## src/rtl/led_ser_pkg.sv

```systemverilog
// Shared types and defaults for the LED serial link receiver.
// Holds the receiver state enum, default widths and the counter width helper.
package led_ser_pkg;

    typedef enum logic [1:0] {
        IDLE,
        RECV,
        FULL
    } state_e;

    localparam int DEF_BIT_WIDTH   = 16;
    localparam int DEF_SYNC_STAGES = 2;

    // Counter must hold 0..w inclusive.
    function automatic int cnt_width(input int w);
        return $clog2(w + 1);
    endfunction

endpackage

```

## src/rtl/sync_edge.sv

```systemverilog
// Synchronizer with rising-edge detect for one asynchronous input.
// Ports: clk, rstn (sync, active-low), d (async in), q_sync (synced level),
//        rise (high one cycle when q_sync goes 0->1).
module sync_edge #(
    parameter int SYNC_STAGES = 2
) (
    input  logic clk,
    input  logic rstn,
    input  logic d,
    output logic q_sync,
    output logic rise
);

    logic [SYNC_STAGES-1:0] sync_q;
    logic                   prev_q;

    always_ff @(posedge clk) begin
        if (!rstn) begin
            sync_q <= '0;
            prev_q <= 1'b0;
        end else begin
            sync_q <= {sync_q[SYNC_STAGES-2:0], d};
            prev_q <= sync_q[SYNC_STAGES-1];
        end
    end

    assign q_sync = sync_q[SYNC_STAGES-1];
    assign rise   = sync_q[SYNC_STAGES-1] & ~prev_q;

endmodule

```

## src/rtl/led_serial_rx.sv

```systemverilog
// Serial-to-parallel receiver for the LED link: shifts LSB-first bits into
// the MSB and commits the word on a latch rise.
// Ports: clk, rstn (sync, active-low), ser_clk/ser_dat/ser_lat (async in),
//        par_out (committed word), valid/frame_err/ovf (1-cycle pulses),
//        busy (partial frame in progress). All outputs registered.
module led_serial_rx
    import led_ser_pkg::*;
#(
    parameter int BIT_WIDTH   = DEF_BIT_WIDTH,
    parameter int SYNC_STAGES = DEF_SYNC_STAGES
) (
    input  logic                 clk,
    input  logic                 rstn,
    input  logic                 ser_clk,
    input  logic                 ser_dat,
    input  logic                 ser_lat,
    output logic [BIT_WIDTH-1:0] par_out,
    output logic                 valid,
    output logic                 frame_err,
    output logic                 ovf,
    output logic                 busy
);

    localparam int CW = cnt_width(BIT_WIDTH);
    localparam logic [CW-1:0] CNT_MAX = CW'(BIT_WIDTH);

    logic clk_rise;
    logic lat_rise;
    logic dat_s;
    logic clk_s_unused;
    logic lat_s_unused;
    logic dat_rise_unused;

    sync_edge #(.SYNC_STAGES(SYNC_STAGES)) u_clk (
        .clk    (clk),
        .rstn   (rstn),
        .d      (ser_clk),
        .q_sync (clk_s_unused),
        .rise   (clk_rise)
    );

    // Data rides the same synchronizer depth as the clock, so the level
    // seen on a clock rise is the one sampled alongside it.
    sync_edge #(.SYNC_STAGES(SYNC_STAGES)) u_dat (
        .clk    (clk),
        .rstn   (rstn),
        .d      (ser_dat),
        .q_sync (dat_s),
        .rise   (dat_rise_unused)
    );

    sync_edge #(.SYNC_STAGES(SYNC_STAGES)) u_lat (
        .clk    (clk),
        .rstn   (rstn),
        .d      (ser_lat),
        .q_sync (lat_s_unused),
        .rise   (lat_rise)
    );

    state_e               state_q, state_d;
    logic [CW-1:0]        cnt_q, cnt_d;
    logic                 extra_q, extra_d;
    logic [BIT_WIDTH-1:0] sh_q, sh_d;
    logic [BIT_WIDTH-1:0] par_q, par_d;
    logic                 valid_q, valid_d;
    logic                 ferr_q, ferr_d;
    logic                 ovf_q, ovf_d;
    logic                 busy_q, busy_d;

    always_ff @(posedge clk) begin
        if (!rstn) begin
            state_q <= IDLE;
            cnt_q   <= '0;
            extra_q <= 1'b0;
            sh_q    <= '0;
            par_q   <= '0;
            valid_q <= 1'b0;
            ferr_q  <= 1'b0;
            ovf_q   <= 1'b0;
            busy_q  <= 1'b0;
        end else begin
            state_q <= state_d;
            cnt_q   <= cnt_d;
            extra_q <= extra_d;
            sh_q    <= sh_d;
            par_q   <= par_d;
            valid_q <= valid_d;
            ferr_q  <= ferr_d;
            ovf_q   <= ovf_d;
            busy_q  <= busy_d;
        end
    end

    always_comb begin
        state_d = state_q;
        cnt_d   = cnt_q;
        extra_d = extra_q;
        sh_d    = sh_q;
        par_d   = par_q;
        valid_d = 1'b0;
        ferr_d  = 1'b0;
        ovf_d   = 1'b0;

        // Bit is taken first so a coincident latch sees it.
        if (clk_rise) begin
            sh_d = {dat_s, sh_q[BIT_WIDTH-1:1]};
            if (cnt_q == CNT_MAX) begin
                extra_d = 1'b1;
            end else begin
                cnt_d = cnt_q + CW'(1);
            end
        end

        unique case (state_q)
            IDLE: begin
                if (clk_rise) begin
                    state_d = (cnt_d == CNT_MAX) ? FULL : RECV;
                end
            end
            RECV: begin
                if (cnt_d == CNT_MAX) begin
                    state_d = FULL;
                end
            end
            FULL:    state_d = FULL;
            default: state_d = IDLE;
        endcase

        if (lat_rise) begin
            if (cnt_d == CNT_MAX) begin
                par_d   = sh_d;
                valid_d = 1'b1;
                ovf_d   = extra_d;
            end else if (cnt_d != '0) begin
                ferr_d = 1'b1;
            end
            cnt_d   = '0;
            extra_d = 1'b0;
            state_d = IDLE;
        end

        busy_d = (state_d == RECV);
    end

    assign par_out   = par_q;
    assign valid     = valid_q;
    assign frame_err = ferr_q;
    assign ovf       = ovf_q;
    assign busy      = busy_q;

endmodule

```

## config.mk

```make
export PLATFORM = sky130hd
export DESIGN_NAME = led_serial_rx
export DESIGN_NICKNAME = d
export VERILOG_FILES = /design/src/rtl/led_ser_pkg.sv /design/src/rtl/sync_edge.sv /design/src/rtl/led_serial_rx.sv
export SDC_FILE = /design/constraint.sdc
export NUM_CORES = 1
export LEC_CHECK = 0
export ABC_CLOCK_PERIOD_IN_PS = 4300
export CAP_MARGIN = 0
export CORE_MARGIN = 4
export CORE_UTILIZATION = 48
export DETAILED_ROUTE_END_ITERATION = 6
export DONT_BUFFER_PORTS = 1
export PLACE_DENSITY = 0.69
export SLEW_MARGIN = 10
export SYNTH_ARGS = -nofsm -noshare
export SYNTH_HDL_FRONTEND = slang
export SYNTH_SLANG_ARGS = --single-unit
```

## constraint.sdc

```tcl
create_clock -name clk -period 4.3 [get_ports clk]
set_input_delay 0.215 -clock clk [delete_from_list [all_inputs] [get_ports clk]]
set_output_delay 0.215 -clock clk [all_outputs]
set_load 0.005 [all_outputs]
```

## Yosys cells after proc, flatten, opt, wreduce, memory -nomap -nowiden

Cells that the tools add are included.

| word-level totals | value |
|---|---|
| output and inout port bits | 20 |
| register bits after elaboration | 52 |

| operators by class | value |
|---|---|
| multiplexer cells | 12 |
| $add $sub $neg | 1 |
| equal/unequal tests | 5 |
| bitwise operators | 6 |
| reductions and logical operators | 7 |

Operators with widths:

| cell | count |
|---|---|
| $mux 16 | 1 |
| $eq 5x5->1 const B | 2 |
| $mux 5 | 2 |
| $mux 2 | 4 |
| $pmux 2 s3 | 1 |
| $add 5x1->5 const B | 1 |
| $reduce_bool 5->1 | 1 |
| $eq 2x1->1 const B | 2 |
| $mux 1 | 4 |
| $not 1->1 | 4 |
| $reduce_and 2->1 | 2 |
| $reduce_and 3->1 | 1 |
| $reduce_or 3->1 | 1 |
| $and 1x1->1 | 2 |
| $eq 2x2->1 const B | 1 |
| $logic_not 2->1 | 1 |
| $reduce_or 2->1 | 1 |

## Longest topological paths before layout

Gate-level depths: netlist of the first run.

| depth | value |
|---|---|
| depth in word-level cells | 9 |
| mapped depth | 8 |

## Cells and area by module

From an unflattened synthesis of the first run, not the netlist that was laid out.

| unflattened totals | value |
|---|---|
| cell total of the unflattened synthesis | 185 |
| area, all modules | 2109.5 um^2 |

Modules (own cells, without submodules):

| module | cells an instance | area an instance (um^2) | instances | sequential area each (um^2) |
|---|---|---|---|---|
| led_serial_rx | 164 | 1831.8 | 1 | 880.8 |
| sync_edge | 7 | 92.6 | 3 | 60.1 |

## Least setup slack after synthesis of the first run

Ideal clock, no wire load.

| timing path | value |
|---|---|
| path kind | register -> register |
| start | reg cnt_q[0] |
| end | reg par_q[10] (netlist: par_out[10]) |
| data arrival time | 2195 ps |
| path slack | 1984 ps |
| stages on the path, launching flop included | 9 |
| required time | 4179 ps |
| setup time | 121 ps |
| cells stage by stage | dfxtp_1 inv_1 ha_1 and4bb_4 nor4_4 a311oi_2 nor4b_4 buf_6 mux2_4 |

| between the ends | value |
|---|---|
| word-level cells in the longest chain between the ends | 5 |
| elaborated cells between the ends (all ways) | 6 |

Ends and longest elaborated chain:

| element | line | source |
|---|---|---|
| from (decl) | led_serial_rx.sv:61 | `logic [CW-1:0] cnt_q, cnt_d;` |
| from (signal assigned) | led_serial_rx.sv:83 | `cnt_q <= cnt_d;` |
| $add 5x1->5 / $eq 5x5->1 (equally long branches) | led_serial_rx.sv:110, led_serial_rx.sv:107 |  |
| $mux 5 | led_serial_rx.sv:107 | `if (cnt_q == CNT_MAX) begin` |
| $mux 5 (*) | led_serial_rx.sv:105 | `if (clk_rise) begin` |
| $eq 5x5->1 (*) | led_serial_rx.sv:130 | `if (cnt_d == CNT_MAX) begin` |
| $reduce_and 2->1 (no source line) (*) | n/a |  |
| to (signal assigned) | led_serial_rx.sv:86 | `par_q <= par_d;` |
| to (decl) | led_serial_rx.sv:64 | `logic [BIT_WIDTH-1:0] par_q, par_d;` |

Mark *: on every way between the ends. The rest lies on a longest branch, timed or not.
A chain may end at the register's enable or synchronous reset.

## Worst setup path in the final report of the first run

| timing path | value |
|---|---|
| start | reg cnt_q[0] |
| end | reg par_q[1] (netlist: par_out[1]) |

The elaborated chain is that of the path after synthesis.

==> impl_results.md, run 1 <==
* Crit path DAT at ~2.6 ns
* Hold Path Sink: u_dat.sync_q[0]
* Fillers at 371
* Yosys top cell area share at 50.9%
* Most common cell in the netlist: dfxtp_1
* # Post-CTS Setup Buffers at 0
* Wire per inst at 12.7 um
* TritonCTS clock tree: yes
* Status: finished clean
* Placed cell count at 241
* VDD IR max at 0.242 mV
* CTS Hold Bufs at 0
* GR Util All Layers at between 10% and 20%
* Die Height at approximately 73 um
* Vias/cell at 5.16
* Layout overhead on the synthesized area at 6.24%
* Comb power frac at 2.3%
* Clk_skew at ~0.0031 ns
* Final hold vios at 0
* CTS root buf: clkbuf_8
* Routed Antenna Nets at 0
* Critical Path Max Stage Delay at approximately 0.45 ns
* # resized after CTS at 0
* CP Max Fanout at 16
* Yosys reg bits at 52
* CP endpoint kind: register
* Cell internal pwr at around 0.67 mW
* R2R depth at 8
* Asr flop ratio synth at 0%
* Placer Congestion at between 0.8 and 0.9
* Row cnt at 23
* Fin cells at 249
* Synthesis Warnings at 0
* Hold path cells at 1
* Dpl hpwl at 2130 um
* CTS Buf Count at 5
* I/O Pins at 25
* Clock Tree Buf Depth at 2
* GRT overflow at 0
* Pwr Density at 383 mW/mm2
* First-pass GRT wire length at 5690 um
* DR iter-0 viols at 64
* Ant diodes at 0
* Largest net degree at the start of global routing at 43
* Drt first pass iters at 4
* Switching share of power at 19.9%
* Final setup violation count at 0
* Hold Slack at 0.0335 ns
* Worst path top cell family by delay: simple AND/OR/NAND/NOR gates
* Clk slew on worst S/H paths at ~0.090 ns
* F_max at 410 MHz
* Post-Syn Instances at 201
* Final #Nets at 205
* Worst path cell trace: inv_1 > ha_1 > and4bb_4 > nor4_4 > a311oi_2 > nor4b_4 > buf_4 > mux2_2
* Fin. max-slew vios at 0
* Worst EP required at around 4.5 ns
* Number of global-route vias before repair at 1277
* Clock sinks at 52
* Initial Utilization at 50.4%
* Net Sw Power at 0.166 mW
* Post-synth net total at 208
* R2R Setup Slk at 1.86 ns
* Synth cell count leaders: dfxtp_1, nand2_1, and2_1
* Initial antenna violation count at 0
* Least-Margin Pin Slew at 0.765 ns
* Worst min path class: in -> reg
* Clock Power Share at 39.0%
* Post-synth top area cell: dfxtp_1
* P_leak at between 0.7 and 0.8 nW
* Setup crit start: cnt_q[0]
* H-tree depth at 2
* Synth area leaders: dfxtp_1, and2_1, mux2_4
* Post-synthesis cell type count at 31
* Layout cells sized above 1 at around 16%
* Flop pwr share at between 50% and 60%
* Buffers & Inverters on Critical Path at 2
* Die footprint at 0.00537 mm2
* Crit-path slowest cell: dfxtp_1
* Final period util at 56.7%
* Critical path class: reg -> reg
* Number of port buffers at 0
* Seq/Total Area, Yosys at 50.9%
* # DRC at 0
* Critical hold path startpoint: ser_dat
* Tmin final at 2.44 ns
* Max-Cap Viols at 0
* Total power after layout at 0.832 mW
* Via count at approximately 1300
* Avg Cell Area, Syn at 10.2 um2
* Relative slew margins at between 40% and 50%
* Core box area at 0.00406 mm2
* Top FF cell, synth: dfxtp_1
* Mapped cell area at just over 0.002 mm2
* Worst r2r src: cnt_q[0]
* Fin util at 53.6%
* Worst skew pair latency at ~0.30 ns
* Die Wd at roughly 73 um
* R2r endpoint: par_out[1]
* Startpoint types: register
* RSZ-0062 raised after global routing: no
* Number of flops mapped to enable cells by yosys at 0
* Fin Setup TNS at 0 ns
* Post-Route WL at 3160 um
-- registers in the layout, indices dropped and copies added (netlist names) --
| name | cells |
|---|---|
| busy | 1 |
| valid | 1 |
| extra_q | 1 |
| u_dat.sync_q | 2 |
| cnt_q | 5 |
| state_q | 2 |
| sh_q | 16 |
| u_clk.prev_q | 1 |
| u_clk.sync_q | 2 |
| u_lat.sync_q | 2 |
| par_out | 16 |
| u_lat.prev_q | 1 |
| ovf | 1 |
| frame_err | 1 |
-- placed cells by master (no fill, tap or decap), types with 5 or more instances in the layout --
cell      instances
a21boi_0         16
a21oi_1           5
and2_1           24
clkbuf_8          5
dfxtp_1          52
mux2_2            6
mux2_4           10
nand2_1          36
nor2_1            8
nor2b_1           5
-- metal layers --
layer | routed length, um | track usage, %
met5 | 0 | 0
met4 | 27 | 4.51
met3 | 218 | 6.16
met1 | 1530 | 16.9
met2 | 1390 | 21.2
-- kinds of logic after synthesis --
kind of cell | after synthesis | share of synthesized area (%)
muxes | 16 | 10.6
DFF | 52 | 50.9
xor gates and xnor gates | 3 | 1.28
AOI/OAI and AO/OA | 26 | 9.11
adders and majority gates | 2 | 1.22
buffers and inverters | 14 | 3.18
and+or+nand+nor | 88 | 23.7
-- per-stage QoR --
step	setup slack [ns]	instance area, um2
5_1_grt	1.74	2170
3_3_place_gp	2.01	2070
3_5_place_dp	1.85	2070
2_1_floorplan	1.98	2050
6_report	1.86	2170
4_1_cts	1.85	2170
-- power groups by stage --
stage               clock network [mW]  logic (mW)  registers (mW)
floorplan                            0      0.0202           0.499
global placement                     0      0.0185           0.499
detailed placement                   0      0.0191           0.500
CTS                              0.337      0.0193           0.488
global route                     0.356      0.0215           0.489
finish                           0.325      0.0192           0.488
-- how the worst max path moves through the flow --
stage	endpoint	cells past startpoint
6_report	par_out[1]	8
5_1_grt	par_out[1]	8
4_1_cts	par_out[1]	8
3_5_place_dp	par_out[1]	8
3_3_place_gp	par_out[0]	8
2_1_floorplan	par_out[10]	8
-- final cells by class --
class                   count  area [um2]  area share (%)
repair buffers              2        15.0           0.691
clock buffers               6        72.6            3.34
clock inverters             2        35.0            1.61
inverters                   2        7.51           0.345
well taps                  50        62.6            2.88
flip-flops and latches     52        1040            47.9
multi-input cells         135         940            43.2
Power figures use the tool's default switching activity.
==> run 2, diff against run 1 <==
ABC_CLOCK_PERIOD_IN_PS = 1990   (was 4300)
PLACE_DENSITY = 0.71   (was 0.69)
clock period = 1.99 ns   (was 4.3 ns; I/O delays follow)
==> run 2 against run 1 <==
The flow now finishes with violations (setup timing). Hold slack improved by 0.019 ns. Flip-flop and latch count unchanged. Clock power increased by 75%. Non-clock buffer count increased by 22. Largest power group unchanged. Utilization increased by 5.7 points.
==> impl_results.md, run 2 (synthesized netlist as in run 1, its figures left out) <==
* Routed Antenna Nets at 0 (unchanged)
* CP Max Fanout at 8 (was 16)
* Number of global-route vias before repair at 1327 (was 1277)
* Fin. max-slew vios at 0 (unchanged)
* Row cnt at 23 (unchanged)
* CTS Buf Count at 5 (unchanged)
* Drt first pass iters at 4 (unchanged)
* CTS root buf: clkbuf_8 (unchanged)
* Status: finished, violations left (was finished clean)
* Die Wd at 73.3 um (unchanged)
* CP endpoint kind: register (unchanged)
* Place WS at -0.114 ns (was 1.85 ns)
* Tmin final at 2.11 ns (was 2.44 ns)
* Core box area at 0.00406 mm2 (unchanged)
* Placer Congestion at 0.790 (was 0.829)
* F_max at 473 MHz (was 410 MHz)
* Final #Nets at 227 (was 205)
* Largest net degree at the start of global routing at 26 (was 43)
* GR Util All Layers at 14.8% (was 13.7%)
* Wire per inst at 14.0 um (was 12.7 um)
* Final hold vios at 0 (unchanged)
* Vias/cell at 5.19 (was 5.16)
* Final period util at 106% (was 56.7%)
* Post-Route WL at 3790 um (was 3160 um)
* Layout cells sized above 1 at 24.4% (was 15.6%)
* Total power after layout at 1.69 mW (was 0.832 mW)
* Hold path cells at 2 (was 1)
* I/O Pins at 25 (unchanged)
* Clk_skew at 0.00947 ns (was 0.00314 ns)
* TritonCTS clock tree: yes (unchanged)
* Dpl hpwl at 2290 um (was 2130 um)
* Number of port buffers at 0 (unchanged)
* Worst r2r src: cnt_q[0] (unchanged)
* Fin Setup TNS at -1.65 ns (was 0 ns)
* P_leak at 0.915 nW (was 0.799 nW)
* Worst min path class: in -> reg (unchanged)
* R2r endpoint: par_out[7] (was par_out[1])
* Die Height at 73.3 um (unchanged)
* R2R depth at 9 (was 8)
* Commonest non-fill, non-tap cell in the layout: dfxtp_1 (unchanged)
* Least-Margin Pin Slew at 0.699 ns (was 0.765 ns)
* Clk slew on worst S/H paths at 0.09 ns (about the same)
* H-tree depth at 2 (unchanged)
* Initial Utilization at 50.4% (unchanged)
* R2R Setup Slk at -0.12 ns (was 1.86 ns)
* Clock Tree Buf Depth at 2 (unchanged)
* Critical path class: reg -> reg (unchanged)
* Ant diodes at 0 (unchanged)
* Worst skew pair latency at 0.30 ns (about the same)
* Setup slack after layout at -0.122 ns (was 1.86 ns)
* Pwr Density at 704 mW/mm2 (was 383 mW/mm2)
* Hold Path Sink: par_out[1] (was u_dat.sync_q[0])
* VDD IR max at 0.535 mV (was 0.242 mV)
* Startpoint types: register (unchanged)
* GRT overflow at 0 (unchanged)
* Hold Slack at 0.0525 ns (was 0.0335 ns)
* Most frequent cells in the layout: dfxtp_1, nand2_1, and2_1 (unchanged)
* Final setup violation count at 16 (was 0)
* DR iter-0 viols at 67 (was 64)
* Via count at 1407 (was 1285)
* Relative slew margins at 53.2% (was 49.0%)
* Critical hold path startpoint: rstn (was ser_dat)
* RSZ-0062 raised after global routing: yes (was no)
* First-pass GRT wire length at 6080 um (was 5690 um)
* Worst EP required at 2.18 ns (was 4.50 ns)
* Clock sinks at 52 (unchanged)
* Max-Cap Viols at 0 (unchanged)
* Die footprint at 0.00537 mm2 (unchanged)
* Layout overhead on the synthesized area at 17.5% (was 6.24%)
* Initial antenna violation count at 0 (unchanged)
* Crit path DAT at 2.30 ns (was 2.64 ns)
* Failing checks: setup timing
* # DRC at 0 (unchanged)
## run 2: changes by cell type in the layout (fill, tap and decap cells not counted), sizes merged
cell | previous run | this run
clkbuf | 6 | 8
buf | 2 | 19
dlygate4sd3 | 0 | 4
bufinv | 1 | 0
## run 2: power breakdown
part           switching [mW]  internal (mW)
sequential            0.00476           1.05
clock                   0.323          0.247
combinational          0.0369         0.0319
total                   0.365           1.33
## run 2: worst max-delay path: stages (launching register included)
cell	delay (ns)
dfxtp_4	0.38
inv_4	0.04
ha_4	0.14
and4bb_4	0.21
buf_4	0.14
a311oi_2	0.37
nor4b_4	0.08
buf_4	0.17
clkbuf_16	0.17
mux2_4	0.30
## run 2: repair_timing
action	CTS	global route
endpoints found under the hold margin	26	0
cloned	0	1
setup endpoints to repair	16	16
hold buffers	4	0
setup buffers	0	4
gates resized for setup	2	7
pin swaps	0	2
## run 2: metal layers
metal,wire (um),global-route usage (%),vias up
met3,247,5.88,6
met2,1720,23.3,36
li1,-,-,705
met4,49,4.92,0
met5,0,0,-
met1,1770,18.3,660
## run 2: how the worst max path moves through the flow
stage / startpoint / endpoint / slack (ns) / depth (start not counted)
floorplan: cnt_q[0] / par_out[10] / -0.22 / 8
global placement: cnt_q[1] / par_out[0] / -0.06 / 8
detailed placement: cnt_q[1] / par_out[5] / -0.11 / 8
CTS: cnt_q[0] / par_out[5] / -0.14 / 8
global route: cnt_q[0] / par_out[6] / -0.19 / 9
finish: cnt_q[0] / par_out[7] / -0.12 / 9
## run 2: cell type report
class,count,area [um2]
multi-input combinational,135,981
sequential,52,1050
timing repair buffer,24,220
clock inverter,1,5.00
fill,331,1650
inverter,2,10.0
tap,50,62.6
clock buffer,7,76.3
## run 2: through the flow
step / instance area, um2 / cells / utilization, %
CTS: 2320 / 266 / 57.2
floorplan: 2070 / 201 / -
finish: 2400 / 271 / 59.2
detailed placement: 2200 / 254 / 54.1
global placement: 2200 / 254 / 54.1
global route: 2400 / 271 / 59.2
==> run 3, diff against run 2 <==
CTS_BUF_LIST = sky130_fd_sc_hd__clkbuf_2 sky130_fd_sc_hd__clkbuf_4 sky130_fd_sc_hd__clkbuf_8   (was unset)
==> run 3 against run 2 <==
Critical path type unchanged. Combinational power about the same. Hold slack worse by 0.00051 ns. The flow still finishes with violations (setup timing). Largest cell class unchanged. Critical endpoint unchanged. Global-route usage about the same.
==> impl_results.md, run 3 (synthesized netlist as in run 1, its figures left out) <==
* Vias/cell at 5.13 (was 5.19)
* Crit path DAT at 2.31 ns (was 2.30 ns)
* DR iter-0 viols at 60 (was 67)
* Status: finished, violations left (unchanged)
* Post-DP Area at 0.00220 mm2 (unchanged)
* Die footprint at 0.00537 mm2 (unchanged)
* Routed Antenna Nets at 0 (unchanged)
* Placer Congestion at 0.790 (unchanged)
* Worst EP required at 2.18 ns (about the same)
* Least-Margin Pin Slew at 0.701 ns (was 0.699 ns)
* Commonest non-fill, non-tap cell in the layout: dfxtp_1 (unchanged)
* Row cnt at 23 (unchanged)
* Final #Nets at 227 (unchanged)
* Startpoint types: register (unchanged)
* CP Max Fanout at 8 (unchanged)
* Setup slack after layout at -0.124 ns (was -0.122 ns)
* Failing checks: setup timing (unchanged)
* Number of global-route vias before repair at 1326 (was 1327)
* Layout overhead on the synthesized area at 17.9% (was 17.5%)
* Initial antenna violation count at 0 (unchanged)
* Clk_skew at 0.0101 ns (was 0.00947 ns)
* Final hold vios at 0 (unchanged)
* Largest net degree at the start of global routing at 26 (unchanged)
* Wire per inst at 14.0 um (about the same)
* Final setup violation count at 16 (unchanged)
* Clock sinks at 52 (unchanged)
* Pwr Density at 714 mW/mm2 (was 704 mW/mm2)
* H-tree depth at 2 (unchanged)
* CTS root buf: clkbuf_8 (unchanged)
* Tmin final at 2.11 ns (about the same)
* P_leak at 0.921 nW (was 0.915 nW)
* GR Util All Layers at 14.8% (about the same)
* Fin util at 59.4% (was 59.2%)
* Hold Slack at 0.0520 ns (was 0.0525 ns)
* Die Height at 73.3 um (unchanged)
* GRT overflow at 0 (unchanged)
* Dpl hpwl at 2290 um (unchanged)
* CTS Buf Count at 5 (unchanged)
* F_max at 473 MHz (about the same)
* Layout cells sized above 1 at 25.3% (was 24.4%)
* Drt first pass iters at 4 (unchanged)
* Worst skew pair latency at 0.30 ns (about the same)
* Final period util at 106% (about the same)
* RSZ-0062 raised after global routing: yes (unchanged)
* Design area at 0.00241 mm2 (was 0.00240 mm2)
* Worst min path class: in -> reg (unchanged)
* Clk slew on worst S/H paths at 0.09 ns (about the same)
* Fin. max-slew vios at 0 (unchanged)
* Critical path class: reg -> reg (unchanged)
* TritonCTS clock tree: yes (unchanged)
* Post-Route WL at 3800 um (was 3790 um)
* VDD IR max at 0.569 mV (was 0.535 mV)
* Via count at 1391 (was 1407)
* Initial Utilization at 50.4% (unchanged)
* Most frequent cells in the layout: dfxtp_1, nand2_1, and2_1 (unchanged)
* Max-Cap Viols at 0 (unchanged)
* Placed cell count at 254 (unchanged)
* Number of port buffers at 0 (unchanged)
* CP endpoint kind: register (unchanged)
* I/O Pins at 25 (unchanged)
* Clock Tree Buf Depth at 2 (unchanged)
* Ant diodes at 0 (unchanged)
* First-pass GRT wire length at 6090 um (was 6080 um)
* Die Wd at 73.3 um (unchanged)
* Relative slew margins at 53.1% (was 53.2%)
* # DRC at 0 (unchanged)
* Fin cells at 271 (unchanged)
* Core box area at 0.00406 mm2 (unchanged)
run 3: metrics by stage:
| stage | power, mW | setup slack, ns | setup TNS, ns |
|---|---|---|---|
| floorplan | 1.12 | -0.221 | -2.62 |
| global route | 1.79 | -0.192 | -2.89 |
| global placement | 1.13 | -0.0582 | -0.594 |
| CTS | 1.73 | -0.142 | -1.82 |
| finish | 1.72 | -0.124 | -1.66 |
| detailed placement | 1.13 | -0.114 | -1.39 |
run 3: what timing repair did:
action                                  4_1_cts  5_1_grt
endpoints found under the hold margin        26        0
gates resized for setup                       2        7
buffers inserted                              0        4
endpoints found under the setup margin       16       16
hold buffers                                  4        0
gates cloned                                  0        1
pin swaps                                     0        2
run 3: critical path, stage by stage (launching register included):
cell and delay [ns]:
dfxtp_4 0.38, inv_4 0.04, ha_4 0.14, and4bb_4 0.21, buf_4 0.14, a311oi_2 0.37
nor4b_4 0.08, buf_4 0.17, clkbuf_16 0.17, mux2_4 0.30
run 3: power breakdown:
group	leakage (nW)	total, mW	switching, mW	internal, mW
combinational	0.450	0.0689	0.0370	0.0320
clock	0.0491	0.599	0.325	0.275
sequential	0.422	1.05	0.00476	1.05
total	0.921	1.72	0.366	1.35
run 3: layer usage:
| layer | track usage, % | share of wire [%] | vias up |
|---|---|---|---|
| met5 | 0 | 0 | - |
| met4 | 4.92 | 1.3 | 0 |
| met3 | 5.88 | 5.7 | 6 |
| met2 | 23.3 | 45 | 30 |
| li1 | - | - | 704 |
| met1 | 18.4 | 48 | 651 |
run 3: layout make-up:
cell class	instances	area, um2
Timing Repair Buffer	24	220
Fill cell	329	1650
Clock inverter	1	5.00
Inverter	2	10.0
Sequential cell	52	1050
Multi-Input combinational cell	135	981
Tap cell	50	62.6
Clock buffer	7	83.8
run 3: final timing paths:
kind                   startpoint              end  slack [ns]  cells after the start
setup / recovery         cnt_q[0]       par_out[7]       -0.12                      9
hold / removal               rstn       par_out[1]        0.05                      2
setup reg to reg         cnt_q[0]       par_out[7]       -0.12                      9
hold reg to reg   u_clk.sync_q[0]  u_clk.sync_q[1]        0.44                      1
